$ cat src/rtl/cdb_arbiter_pkg.sv
// cdb_arbiter_pkg: shared CDB widths, flag type and broadcast packet.
package cdb_arbiter_pkg;
  localparam int GPR_SIZE = 64;
  localparam int ROB_IDX_SIZE = 4;
  typedef logic [3:0] nzcv_t;
  typedef struct packed {
    logic [GPR_SIZE-1:0] value;
    logic [ROB_IDX_SIZE-1:0] tag;
    logic set_nzcv;
    nzcv_t nzcv;
  } cdb_pkt_t;
endpackage

$ cat src/rtl/cdb_arbiter_rr_picker.sv
// rr_picker: combinational round-robin select, first request after ptr wins.
module rr_picker #(
  parameter int N_REQ = 2,
  parameter int IDX_W = (N_REQ > 1) ? $clog2(N_REQ) : 1
) (
  input  logic [N_REQ-1:0] req,
  input  logic [IDX_W-1:0] ptr,
  output logic [N_REQ-1:0] gnt,
  output logic [IDX_W-1:0] idx
);
  logic found;
  always_comb begin
    gnt = '0;
    idx = '0;
    found = 1'b0;
    for (int k = 1; k <= N_REQ; k++) begin
      if (!found && req[(int'(ptr) + k) % N_REQ]) begin
        found = 1'b1;
        gnt[(int'(ptr) + k) % N_REQ] = 1'b1;
        idx = IDX_W'((int'(ptr) + k) % N_REQ);
      end
    end
  end
endmodule

$ cat src/rtl/cdb_arbiter.sv
// cdb_arbiter: per-requester 1-entry slots, round-robin onto a registered CDB.
// CDB_STATS_EN adds saturating grant and conflict counters.
module cdb_arbiter
  import cdb_arbiter_pkg::*;
#(
  parameter int N_REQ = 2,
  parameter int DATA_W = GPR_SIZE,
  parameter int TAG_W = ROB_IDX_SIZE,
  parameter int SRC_W = (N_REQ > 1) ? $clog2(N_REQ) : 1
) (
  input  logic                  in_clk,
  input  logic                  in_rst,
  input  logic                  in_flush,
  input  logic [N_REQ-1:0]      in_req_valid,
  input  logic [N_REQ*DATA_W-1:0] in_req_value,
  input  logic [N_REQ*TAG_W-1:0] in_req_tag,
  input  logic [N_REQ-1:0]      in_req_set_nzcv,
  input  logic [N_REQ*4-1:0]    in_req_nzcv,
  output logic [N_REQ-1:0]      out_req_ready,
  input  logic                  in_cdb_stall,
  output logic                  out_cdb_valid,
  output logic [DATA_W-1:0]     out_cdb_value,
  output logic [TAG_W-1:0]      out_cdb_tag,
  output logic                  out_cdb_set_nzcv,
  output logic [3:0]            out_cdb_nzcv,
  output logic [SRC_W-1:0]      out_cdb_src
`ifdef CDB_STATS_EN
  ,
  output logic [N_REQ*32-1:0]   out_stat_grants,
  output logic [31:0]           out_stat_conflicts
`endif
);
  typedef struct packed {
    logic [DATA_W-1:0] value;
    logic [TAG_W-1:0] tag;
    logic set_nzcv;
    nzcv_t nzcv;
  } pkt_t;
  pkt_t [N_REQ-1:0] in_pkt;
  pkt_t [N_REQ-1:0] slot;
  pkt_t out_pkt;
  logic [N_REQ-1:0] full, pick, gnt, hs;
  logic [SRC_W-1:0] ptr, idx;
  logic free;
  always_comb begin
    in_pkt = '0;
    for (int i = 0; i < N_REQ; i++) begin
      in_pkt[i].value = in_req_value[i*DATA_W +: DATA_W];
      in_pkt[i].tag = in_req_tag[i*TAG_W +: TAG_W];
      in_pkt[i].set_nzcv = in_req_set_nzcv[i];
      in_pkt[i].nzcv = in_req_nzcv[i*4 +: 4];
    end
  end
  assign free = !out_cdb_valid || !in_cdb_stall;
  assign pick = (free && !in_flush) ? full : '0;
  assign out_req_ready = in_flush ? '0 : (~full | gnt);
  assign hs = in_req_valid & out_req_ready;
  rr_picker #(.N_REQ(N_REQ), .IDX_W(SRC_W)) u_pick (
    .req(pick),
    .ptr(ptr),
    .gnt(gnt),
    .idx(idx)
  );
  always_ff @(posedge in_clk) begin
    if (!in_rst) begin
      full <= '0;
      slot <= '0;
      ptr <= SRC_W'(N_REQ - 1);
      out_cdb_valid <= 1'b0;
      out_pkt <= '0;
      out_cdb_src <= '0;
    end else if (in_flush) begin
      full <= '0;
      out_cdb_valid <= 1'b0;
    end else begin
      for (int i = 0; i < N_REQ; i++) begin
        if (hs[i]) begin
          full[i] <= 1'b1;
          slot[i] <= in_pkt[i];
        end else if (gnt[i]) begin
          full[i] <= 1'b0;
        end
      end
      if (|gnt) begin
        out_cdb_valid <= 1'b1;
        out_pkt <= slot[idx];
        out_cdb_src <= idx;
        ptr <= idx;
      end else if (free) begin
        out_cdb_valid <= 1'b0;
      end
    end
  end
  assign out_cdb_value = out_pkt.value;
  assign out_cdb_tag = out_pkt.tag;
  assign out_cdb_set_nzcv = out_pkt.set_nzcv;
  assign out_cdb_nzcv = out_pkt.nzcv;
`ifdef CDB_STATS_EN
  logic [N_REQ-1:0][31:0] grant_cnt;
  logic [31:0] conf_cnt;
  always_ff @(posedge in_clk) begin
    if (!in_rst) begin
      grant_cnt <= '0;
      conf_cnt <= '0;
    end else begin
      for (int i = 0; i < N_REQ; i++)
        if (gnt[i] && grant_cnt[i] != '1) grant_cnt[i] <= grant_cnt[i] + 32'd1;
      if (free && !in_flush && $countones(full) > 1 && conf_cnt != '1) conf_cnt <= conf_cnt + 32'd1;
    end
  end
  assign out_stat_grants = grant_cnt;
  assign out_stat_conflicts = conf_cnt;
`endif
endmodule
$ cat config.mk
export PLATFORM = sky130hd
export DESIGN_NAME = cdb_arbiter
export DESIGN_NICKNAME = d
export VERILOG_FILES = /design/src/rtl/cdb_arbiter_pkg.sv /design/src/rtl/cdb_arbiter_rr_picker.sv /design/src/rtl/cdb_arbiter.sv
export SDC_FILE = /design/constraint.sdc
export NUM_CORES = 1
export LEC_CHECK = 0
export ABC_AREA = 1
export ABC_CLOCK_PERIOD_IN_PS = 1200
export BUFFER_PORTS_ARGS = -buffer_cell sky130_fd_sc_hd__buf_2
export CAP_MARGIN = 20
export CELL_PAD_IN_SITES_DETAIL_PLACEMENT = 0
export CELL_PAD_IN_SITES_GLOBAL_PLACEMENT = 1
export CORE_MARGIN = 1
export CORE_UTILIZATION = 35
export CTS_BUF_LIST = sky130_fd_sc_hd__clkbuf_4 sky130_fd_sc_hd__clkbuf_8
export DETAILED_ROUTE_END_ITERATION = 7
export PLACE_DENSITY_LB_ADDON = 0.25
export SETUP_SLACK_MARGIN = 0.5
export SLEW_MARGIN = 20
export SYNTH_ARGS = -nofsm -noshare
export SYNTH_HDL_FRONTEND = slang
export SYNTH_SLANG_ARGS = --single-unit
$ cat constraint.sdc
create_clock -name in_clk -period 1.2 [get_ports in_clk]
set_input_delay 0.24 -clock in_clk [delete_from_list [all_inputs] [get_ports in_clk]]
set_output_delay 0.24 -clock in_clk [all_outputs]
set_load 0.1 [all_outputs]
==> reports/summary.txt, run 1 <==
clock tree sinks: 224
Seq. cell area: 0.004576 sq mm
Yosys cell types: 18
Setup CP Type: register to output pin
Routed wire per std cell: 14.07 microns
clk_lat worst skew: 550 ps
first-pass GRT wire length: 57.36 mm
hpwl dp: 21.58 mm
sequential-to-total area share from yosys stat: 0.4017
# IOs: 229
top-area cell type share of the netlist area: 0.4017
clk slew on worst S/H paths: 60 ps
CP Data Arrival Time: 1600 ps
Final Cycle Share: 1.530
drc violations: 0
Slew headroom: 0.7923
clock skew: 25.98 ps
Final min period: 1836 ps
Ys Warns: 0
core area: 0.03147 sq mm
Critical Path Source Type: register
CTS tree: yes
Worst R2R End: slot[116]$_SDFFE_PN0P_
die height: 180.6 microns
final wirelength: 37.81 mm
ys flop type: dfxtp_1
status: finished, violations left
leading cell types by count after synthesis: 667 x nand2_1, 511 x inv_1, 224 x dfxtp_1
filler instances: 3073
post-DR vias/cell: 4.285
syn_area_per_cell: 5.890 sq um
CTS root buf: clkbuf_8
fraction of layout cells with a size suffix above 1: 0.2473
Critical Path RT: 960 ps
initial antenna violation count: 0
initial DRC count: 573
area grow syn2layout: 57.48%
Max-cap violations: 0
max frequency: 544.6 MHz
hold path start: in_req_value[120]
largest net degree at the start of global routing: 46
total CTS buffers: 42
Final setup viols: 301
Worst R2R Start: out_cdb_valid$_SDFFE_PP0P_
syn nets: 2047
top post-synthesis cells by area: dfxtp_1 40%, nand2_1 22%, inv_1 17%
Worst Hold Class: input pin to register
PortBufs: 228
Max clock buf depth: 3
Vias: 11510
most common cell in the synthesized netlist: nand2_1
nets: 2406
Die W: 180.6 microns
Synth Register Bits: 224
synthesized cell area: 0.01116 sq mm
Inserted Diodes: 0
number of global-route vias before repair: 10690
Slew Limit Fails: 0
slack of the worst reg-to-reg path: -480 ps
R2R cell count: 12
cell taking the most area after synthesis: dfxtp_1
Post-synth EDFFs: 0
final hold violations: 0
RSZ-0062 raised after global routing: true
Initial DRT Pass Iterations: 6
placed inst area: 0.01434 sq mm
worst slew pin tran: 311.5 ps
Setup WS post-layout: -636.3 ps
Site Rows: 65
worst hold margin: 21.17 ps
violated checks: setup timing
die area: 0.03261 sq mm
fin area: 0.01758 sq mm
Max VDD drop: 0.6951 mV
starting density of the core: 0.3546
DRT antenna net count: 0
grt total ovfl: 0
multi-input combinational cell area: 0.004592 sq mm
hold path depth: 5
Syn Inst Count: 1895
WHS Endpoint: slot[138]$_SDFFE_PN0P_
Async SR Flop Fraction: 0
crit end category: output pin
GP Congestion: 0.7909
pwr dens: 1156 mW/mm^2
htree depth: 2
GRT Total Usage: 0.2235
static leakage power: 9.966 nW
worst-path fanout max: 4
[final cells by class]
cell class	instances	share of cell area
Timing Repair Buffer	418	0.2872
Multi-Input combinational cell	1047	0.2612
Sequential cell	224	0.2603
Inverter	521	0.1124
Clock buffer	72	0.04926
Tap cell	402	0.02861
Clock inverter	3	0.0009965
[worst max-delay path, cell delays in order (launching register included)]
cell,delay (ps)
dfxtp_4,350
nand2_4,80
nand2_4,60
o21bai_4,130
buf_6,120
nand2_4,50
clkinvlp_4,90
buf_12,160
[registers in the layout, summed over array words and instances, names as in the netlist]
name	count
out_cdb_nzcv	4
slot	146
out_cdb_set_nzcv	1
out_cdb_valid	1
ptr	1
out_cdb_src	1
out_cdb_tag	4
full	2
out_cdb_value	64
[how the worst max path moves through the flow]
stage                               startpoint                              to  slack (ps)
floorplan           out_cdb_valid$_SDFFE_PP0P_                out_req_ready[1]        -420
global placement          full[1]$_SDFFE_PP0P_  out_cdb_value[18]$_SDFFE_PN0P_        -260
detailed placement        full[1]$_SDFFE_PP0P_  out_cdb_value[18]$_SDFFE_PN0P_        -240
CTS                 out_cdb_valid$_SDFFE_PP0P_                out_req_ready[1]        -680
global route        out_cdb_valid$_SDFFE_PP0P_                out_req_ready[1]        -690
finish              out_cdb_valid$_SDFFE_PP0P_                out_req_ready[1]        -640
[power by group]
part           internal (mW)  leakage [nW]  switching (mW)  total, mW
clock                   4.51         0.474            3.31       7.82
combinational           1.84          7.63            2.47       4.31
sequential              7.89          1.86           0.307       8.20
[logic make-up (layout without fill, tap and decap cells)]
family | after synthesis | after routing | share of synthesized area
buf+inv | 625 | 1014 | 0.2182
simple gates | 1040 | 1041 | 0.3753
flops | 224 | 224 | 0.4017
compound gates | 6 | 6 | 0.004709
[repair_timing]
action | CTS | global route
cloned | 22 | 6
endpoints found under the hold margin | 75 | 0
setup endpoints to repair | 301 | 301
hold buffers | 75 | 0
buffers inserted | 22 | 8
gates resized for setup | 102 | 96
pin swaps | 8 | 29
[metrics by stage]
stage                     total power, mW  TNS (ps)  worst slack, ps  utilization  cells
after floorplan                     10.60    -52470           -418.1            -   1895
after global placement              11.93    -38280           -255.2       0.4556   2479
after detailed placement            11.97    -42200           -238.2       0.4556   2479
after CTS                           20.35    -75410           -679.9       0.5424   2673
after global routing                21.28   -109640           -688.2       0.5585   2687
final                               20.32    -90020           -636.3       0.5585   2687
[layer usage]
layer | GRT usage | up-vias | part of all wire
li1 | - | 6087 | -
met1 | 0.2937 | 5079 | 0.47
met2 | 0.3764 | 289 | 0.47
met3 | 0.03375 | 59 | 0.044
met4 | 0.06769 | 0 | 0.023
met5 | 0 | - | 0
[placed cells by master (no fill, tap or decap), drive strengths merged]
master / count
a21oi: 2
dfxtp: 224
clkinv: 4
clkbuf: 78
dlygate4sd3: 75
clkinvlp: 2
nand2: 668
nand4: 73
a21boi: 1
nor2: 221
inv: 518
nand3: 79
o21bai: 1
bufbuf: 2
o21ai: 1
o211ai: 1
buf: 335
Note: power is estimated with default switching activity, not from simulation.
==> inputs of run 2 (changes only) <==
- ABC_CLOCK_PERIOD_IN_PS: 1200 -> not set
- CORE_MARGIN: 1 -> 1.5
==> run 2 against run 1 <==
Against the previous run:
- non-clock buffer count rose by 22
- combinational power rose by 4%
- total power rose by 1.5%
- routed wire length rose by 3.3%
- critical path depth did not move
- global-route usage rose by 0.68 points
- the flow still finishes with violations (setup timing)
- count of clock-buffer cells in the layout rose by 3
- die area rose by 1.1%
- worst setup slack got worse by 9.9 ps
==> reports/summary.txt, run 2 (same netlist as run 1, synthesis figures left out) <==
static leakage power: 10.20 nW (was 9.966 nW)
worst hold margin: 30.08 ps (was 21.17 ps)
violated checks: setup timing (unchanged)
largest net degree at the start of global routing: 78 (was 46)
commonest non-fill, non-tap cell in the layout: nand2_1 (unchanged)
hold path start: in_req_value[78] (was in_req_value[120])
most frequent cells in the layout: 588 x nand2_1, 498 x inv_1, 200 x nor2_1, 183 x dfxtp_1, 150 x buf_2 (was 601 x nand2_1, 505 x inv_1, 204 x nor2_1, 189 x dfxtp_1, 151 x buf_2)
pwr dens: 1123 mW/mm^2 (was 1156 mW/mm^2)
clock skew: 24.56 ps (was 25.98 ps)
Seq. cell area: 0.004573 sq mm (was 0.004576 sq mm)
Critical Path Source Type: register (unchanged)
clock tree sinks: 224 (unchanged)
GP Congestion: 0.7876 (was 0.7909)
Worst R2R Start: out_cdb_valid$_SDFFE_PP0P_ (unchanged)
R2R cell count: 15 (was 12)
status: finished, violations left (unchanged)
PortBufs: 228 (unchanged)
# IOs: 229 (unchanged)
clk_lat worst skew: 540 ps (was 550 ps)
Vias: 11680 (was 11510)
core area: 0.03147 sq mm (unchanged)
CP max stage delay: 350 ps (about the same)
Max stage delay cell, worst path: dfxtp_4 (unchanged)
Max clock buf depth: 3 (unchanged)
final wirelength: 39.05 mm (was 37.81 mm)
crit end category: output pin (unchanged)
Worst Hold Class: input pin to register (unchanged)
CTS root buf: clkbuf_8 (unchanged)
worst slew pin tran: 477.4 ps (was 311.5 ps)
total CTS buffers: 43 (was 42)
slack of the worst reg-to-reg path: -510 ps (was -480 ps)
Slew headroom: 0.6817 (was 0.7923)
die height: 181.6 microns (was 180.6 microns)
number of global-route vias before repair: 11160 (was 10690)
clk slew on worst S/H paths: 60 ps (about the same)
initial antenna violation count: 0 (unchanged)
max frequency: 541.6 MHz (was 544.6 MHz)
nets: 2428 (was 2406)
Max-cap violations: 0 (unchanged)
multi-input combinational cell area: 0.004981 sq mm (was 0.004592 sq mm)
Final setup viols: 301 (unchanged)
hold path depth: 5 (unchanged)
Worst R2R End: out_cdb_value[6]$_SDFFE_PN0P_ (was slot[116]$_SDFFE_PN0P_)
crit-path most repeated cell: nand2_4 (unchanged)
starting density of the core: 0.3546 (unchanged)
htree depth: 2 (unchanged)
grt total ovfl: 0 (unchanged)
Die W: 181.6 microns (was 180.6 microns)
Top reg by flops: slot (unchanged)
WHS Endpoint: slot[96]$_SDFFE_PN0P_ (was slot[138]$_SDFFE_PN0P_)
CTS tree: yes (unchanged)
fraction of layout cells with a size suffix above 1: 0.2900 (was 0.2473)
Routed wire per std cell: 14.41 microns (was 14.07 microns)
critical path, cell by cell: nand2_4 > nand2_4 > o21bai_4 > buf_6 > nand2_4 > clkinvlp_4 > buf_12 (unchanged)
RSZ-0062 raised after global routing: true (unchanged)
initial DRC count: 612 (was 573)
first-pass GRT wire length: 59.49 mm (was 57.36 mm)
Critical Path RT: 960 ps (about the same)
Final Cycle Share: 1.539 (was 1.530)
Initial DRT Pass Iterations: 5 (was 6)
hpwl dp: 21.61 mm (was 21.58 mm)
Max VDD drop: 0.8309 mV (was 0.6951 mV)
die area: 0.03297 sq mm (was 0.03261 sq mm)
Final min period: 1846 ps (was 1836 ps)
GRT Total Usage: 0.2303 (was 0.2235)
DRT antenna net count: 0 (unchanged)
Setup WS post-layout: -646.3 ps (was -636.3 ps)
drc violations: 0 (unchanged)
max reg flops: 146 (unchanged)
final core utilization: 0.5833 (was 0.5585)
CP Data Arrival Time: 1610 ps (was 1600 ps)
final hold violations: 0 (unchanged)
Inserted Diodes: 0 (unchanged)
post-DR vias/cell: 4.310 (was 4.285)
Setup CP Type: register to output pin (unchanged)
worst-path fanout max: 3 (was 4)
filler instances: 2942 (was 3073)
Slew Limit Fails: 0 (unchanged)
area grow syn2layout: 64.49% (was 57.48%)
Setup TNS: -85790 ps (was -90020 ps)
Site Rows: 65 (unchanged)
[run 2: cell count changes in the layout (fill, tap and decap cells not counted), sizes merged]
cell | before | now
clkinv | 4 | 2
clkinvlp | 2 | 1
bufbuf | 2 | 1
inv | 518 | 519
dlygate4sd3 | 75 | 73
clkbuf | 78 | 82
buf | 335 | 359
nand3 | 79 | 78
[run 2: area by class of cell]
type                            count  share of cell area
Timing Repair Buffer              440              0.2957
Multi-Input combinational cell   1046              0.2713
Sequential cell                   224              0.2491
Inverter                          521              0.1072
Clock buffer                       75             0.04907
Tap cell                          402             0.02740
Clock inverter                      1           0.0002726
[run 2: worst max path at each step]
stage	from	end	slack, ps	cells after the start
after CTS	out_cdb_valid$_SDFFE_PP0P_	out_req_ready[1]	-680	7
after floorplan	out_cdb_valid$_SDFFE_PP0P_	out_req_ready[1]	-420	6
after detailed placement	in_flush	slot[12]$_SDFFE_PN0P_	-320	9
after global placement	in_cdb_stall	out_cdb_value[21]$_SDFFE_PN0P_	-280	10
after global routing	out_cdb_valid$_SDFFE_PP0P_	out_req_ready[1]	-710	7
final	out_cdb_valid$_SDFFE_PP0P_	out_req_ready[1]	-650	7
[run 2: repair_timing]
item	4_1_cts	5_1_grt
resized for setup	170	152
pin swaps	26	88
hold buffers	73	0
gates cloned	28	9
endpoints found under the hold margin	73	0
endpoints found under the setup margin	301	301
buffers inserted	24	14
[run 2: worst max-delay path, delay by kind of cell (launching register included)]
family / cells / cell delay (ps)
buffers and inverters: 3 / 390
DFF: 1 / 350
and+or+nand+nor: 3 / 200
AOI/OAI and AO/OA: 1 / 140
[run 2: routing by layer]
layer / wire [microns] / global-route usage / vias to the layer above
li1: - / - / 6137
met3: 1978 / 0.03771 / 62
met5: 0 / 0 / -
met4: 927 / 0.07300 / 0
met1: 17520 / 0.2910 / 5161
met2: 18620 / 0.3997 / 317
[run 2: metrics by stage]
step	worst slack [ps]	area, sq um	instances	total power [mW]
after floorplan	-418.1	11300	1895	10.60
after global placement	-279.1	14360	2485	11.94
after detailed placement	-323.3	14360	2485	11.97
after CTS	-680.4	17550	2686	20.54
after global routing	-713.5	18360	2709	21.62
final	-646.3	18360	2709	20.62
[run 2: report_power, final]
group          switching, mW  internal (mW)  total, mW
registers              0.317           7.90       8.21
clock network           3.28           4.67       7.94
logic                   2.54           1.93       4.47
==> inputs of run 3 (changes only) <==
- TNS_END_PERCENT: not set -> 1
==> run 3 against run 2 <==
Against the previous run:
- final cell count down 3.1%
- total power is 5.8% lower
- critical path depth is the same
- clock power is 6.2% lower
- largest power group unchanged
- sequential power about the same
- cell area fell by 12%
- first-iteration DRC count decreased by 3.3%
- the flow still finishes with violations (setup timing)
- count of clock-buffer cells in the layout fell by 9
- register-to-register slack better by 140 ps
==> reports/summary.txt, run 3 (same netlist as run 1, synthesis figures left out) <==
status: finished, violations left (unchanged)
violated checks: setup timing (unchanged)
R2R cell count: 11 (was 15)
DRT antenna net count: 0 (unchanged)
CP max stage delay: 350 ps (about the same)
Vias: 11020 (was 11680)
CTS root buf: clkbuf_8 (unchanged)
fin area: 0.01608 sq mm (was 0.01836 sq mm)
Final setup viols: 301 (unchanged)
clk_lat worst skew: 530 ps (was 540 ps)
max reg flops: 146 (unchanged)
nets: 2350 (was 2428)
post-DR vias/cell: 4.195 (was 4.310)
drc violations: 0 (unchanged)
Max VDD drop: 0.7136 mV (was 0.8309 mV)
total CTS buffers: 43 (unchanged)
RSZ-0062 raised after global routing: true (unchanged)
htree depth: 2 (unchanged)
Top reg by flops: slot (unchanged)
clock skew: 10.52 ps (was 24.56 ps)
initial DRC count: 592 (was 612)
number of global-route vias before repair: 10590 (was 11160)
Worst Hold Class: input pin to register (unchanged)
hpwl dp: 21.20 mm (was 21.61 mm)
Die W: 181.6 microns (unchanged)
Critical Path Source Type: register (unchanged)
Max clock buf depth: 3 (unchanged)
initial antenna violation count: 8 (was 0)
crit path to: out_req_ready[1] (unchanged)
placed inst area: 0.01421 sq mm (was 0.01436 sq mm)
part of the power in the clock network: 0.383 (was 0.385)
sequential share of power: 0.422 (was 0.398)
crit-path most repeated cell: nand2_4 (unchanged)
first-pass GRT wire length: 53.20 mm (was 59.49 mm)
GRT Total Usage: 0.1998 (was 0.2303)
Max stage delay cell, worst path: dfxtp_4 (unchanged)
worst-path fanout max: 4 (was 3)
clock tree sinks: 224 (unchanged)
static leakage power: 9.318 nW (was 10.20 nW)
Combinational Power Share: 0.194 (was 0.217)
Max-cap violations: 0 (unchanged)
most frequent cells in the layout: 649 x nand2_1, 510 x inv_1, 209 x nor2_1, 149 x buf_2, 146 x dfxtp_1 (was 588 x nand2_1, 498 x inv_1, 200 x nor2_1, 183 x dfxtp_1, 150 x buf_2)
Setup WS post-layout: -630.2 ps (was -646.3 ps)
grt total ovfl: 0 (unchanged)
fraction of layout cells with a size suffix above 1: 0.2162 (was 0.2900)
Setup TNS: -53510 ps (was -85790 ps)
commonest non-fill, non-tap cell in the layout: nand2_1 (unchanged)
die area: 0.03297 sq mm (unchanged)
CP startpoint: out_cdb_valid$_SDFFE_PP0P_ (unchanged)
Setup CP Type: register to output pin (unchanged)
Final min period: 1830 ps (was 1846 ps)
filler instances: 3198 (was 2942)
CTS tree: yes (unchanged)
Slew Limit Fails: 0 (unchanged)
worst hold margin: 30.85 ps (was 30.08 ps)
core area: 0.03147 sq mm (unchanged)
final wirelength: 32.79 mm (was 39.05 mm)
Final Cycle Share: 1.525 (was 1.539)
CP Data Arrival Time: 1590 ps (was 1610 ps)
starting density of the core: 0.3546 (unchanged)
PortBufs: 228 (unchanged)
max frequency: 546.4 MHz (was 541.6 MHz)
pwr dens: 1209 mW/mm^2 (was 1123 mW/mm^2)
Initial DRT Pass Iterations: 5 (unchanged)
Critical Path RT: 960 ps (about the same)
# IOs: 229 (unchanged)
final cell count without fillers: 2626 (was 2709)
largest net degree at the start of global routing: 60 (was 78)
Slew headroom: 0.7848 (was 0.6817)
switching share of power: 0.2937 (was 0.2974)
placed cells: 2475 (was 2485)
GP Congestion: 0.7855 (was 0.7876)
crit end category: output pin (unchanged)
clk slew on worst S/H paths: 60 ps (about the same)
Worst R2R End: slot[83]$_SDFFE_PN0P_ (was out_cdb_value[6]$_SDFFE_PN0P_)
area grow syn2layout: 44.02% (was 64.49%)
sw power: 5.707 mW (was 6.134 mW)
slack of the worst reg-to-reg path: -370 ps (was -510 ps)
final hold violations: 0 (unchanged)
worst slew pin tran: 322.8 ps (was 477.4 ps)
Site Rows: 65 (unchanged)
critical path, cell by cell: nand2_4 > nand2_4 > o21bai_4 > buf_6 > nand2_4 > clkinvlp_4 > buf_12 (unchanged)
Worst R2R Start: out_cdb_valid$_SDFFE_PP0P_ (unchanged)
Routed wire per std cell: 12.49 microns (was 14.41 microns)
Pint: 13.72 mW (was 14.49 mW)
die height: 181.6 microns (unchanged)
-- run 3: changes by cell type in the layout (fill, tap and decap cells not counted), sizes merged --
cell	delta
bufbuf	-1
diode	+4
clkbuf	-16
inv	-1
clkinv	+1
dlygate4sd3	+3
buf	-73
-- run 3: power by group through the flow --
stage | Combinational [mW] | Sequential, mW | Clock, mW
floorplan | 1.54 | 9.04 | 0
global placement | 3.53 | 8.34 | 0
detailed placement | 3.54 | 8.35 | 0
CTS | 3.78 | 8.21 | 7.74
global route | 4.18 | 8.25 | 8.09
finish | 3.78 | 8.21 | 7.45
-- run 3: worst max-delay path, delay by kind of cell (launching register included) --
| kind | cells | cell delay [ps] |
|---|---|---|
| AOI/OAI and AO/OA | 1 | 130 |
| buffers and inverters | 3 | 380 |
| DFF | 1 | 350 |
| and+or+nand+nor | 3 | 200 |
-- run 3: metal layers --
layer,track usage,share of wire,wire (microns),vias to the layer above
li1,-,-,-,5945
met1,0.2568,0.47,15340,4765
met2,0.3323,0.45,14770,232
met3,0.04573,0.057,1876,64
met4,0.06133,0.022,735,10
met5,0,0.0020,65,-
-- run 3: repair_timing --
action,in CTS,in global routing
setup buffers,3,1
hold buffers,76,0
gates resized for setup,99,28
setup endpoints to repair,301,301
endpoints found under the hold margin,76,0
pin swaps,3,21
-- run 3: worst min path at each step --
stage	to	startpoint	slack, ps	cells after the start
2_1_floorplan	slot[0]$_SDFFE_PN0P_	in_req_nzcv[0]	370	2
3_3_place_gp	slot[5]$_SDFFE_PN0P_	in_req_tag[0]	460	3
3_5_place_dp	slot[5]$_SDFFE_PN0P_	in_req_tag[0]	470	3
4_1_cts	slot[75]$_SDFFE_PN0P_	in_req_nzcv[6]	2	5
5_1_grt	slot[133]$_SDFFE_PN0P_	in_req_value[115]	20	5
6_report	slot[75]$_SDFFE_PN0P_	in_req_nzcv[6]	30	5
-- run 3: area by class of cell --
type,instances,area [sq um],area share
Antenna cell,4,10.01,0.0006227
Clock buffer,66,827.0,0.05145
Clock inverter,1,5.005,0.0003113
Inverter,521,1967,0.1224
Multi-Input combinational cell,1046,4395,0.2734
Sequential cell,224,4622,0.2875
Tap cell,402,503.0,0.03129
Timing Repair Buffer,362,3746,0.2330
-- run 3: stage by stage --
| stage | power [mW] | util | setup slack, ps |
|---|---|---|---|
| after global routing | 20.52 | 0.5104 | -715.0 |
| after detailed placement | 11.89 | 0.4516 | -275.5 |
| after global placement | 11.87 | 0.4516 | -234.3 |
| after CTS | 19.73 | 0.5079 | -695.4 |
| final | 19.43 | 0.5108 | -630.2 |
| after floorplan | 10.58 | - | -418.1 |
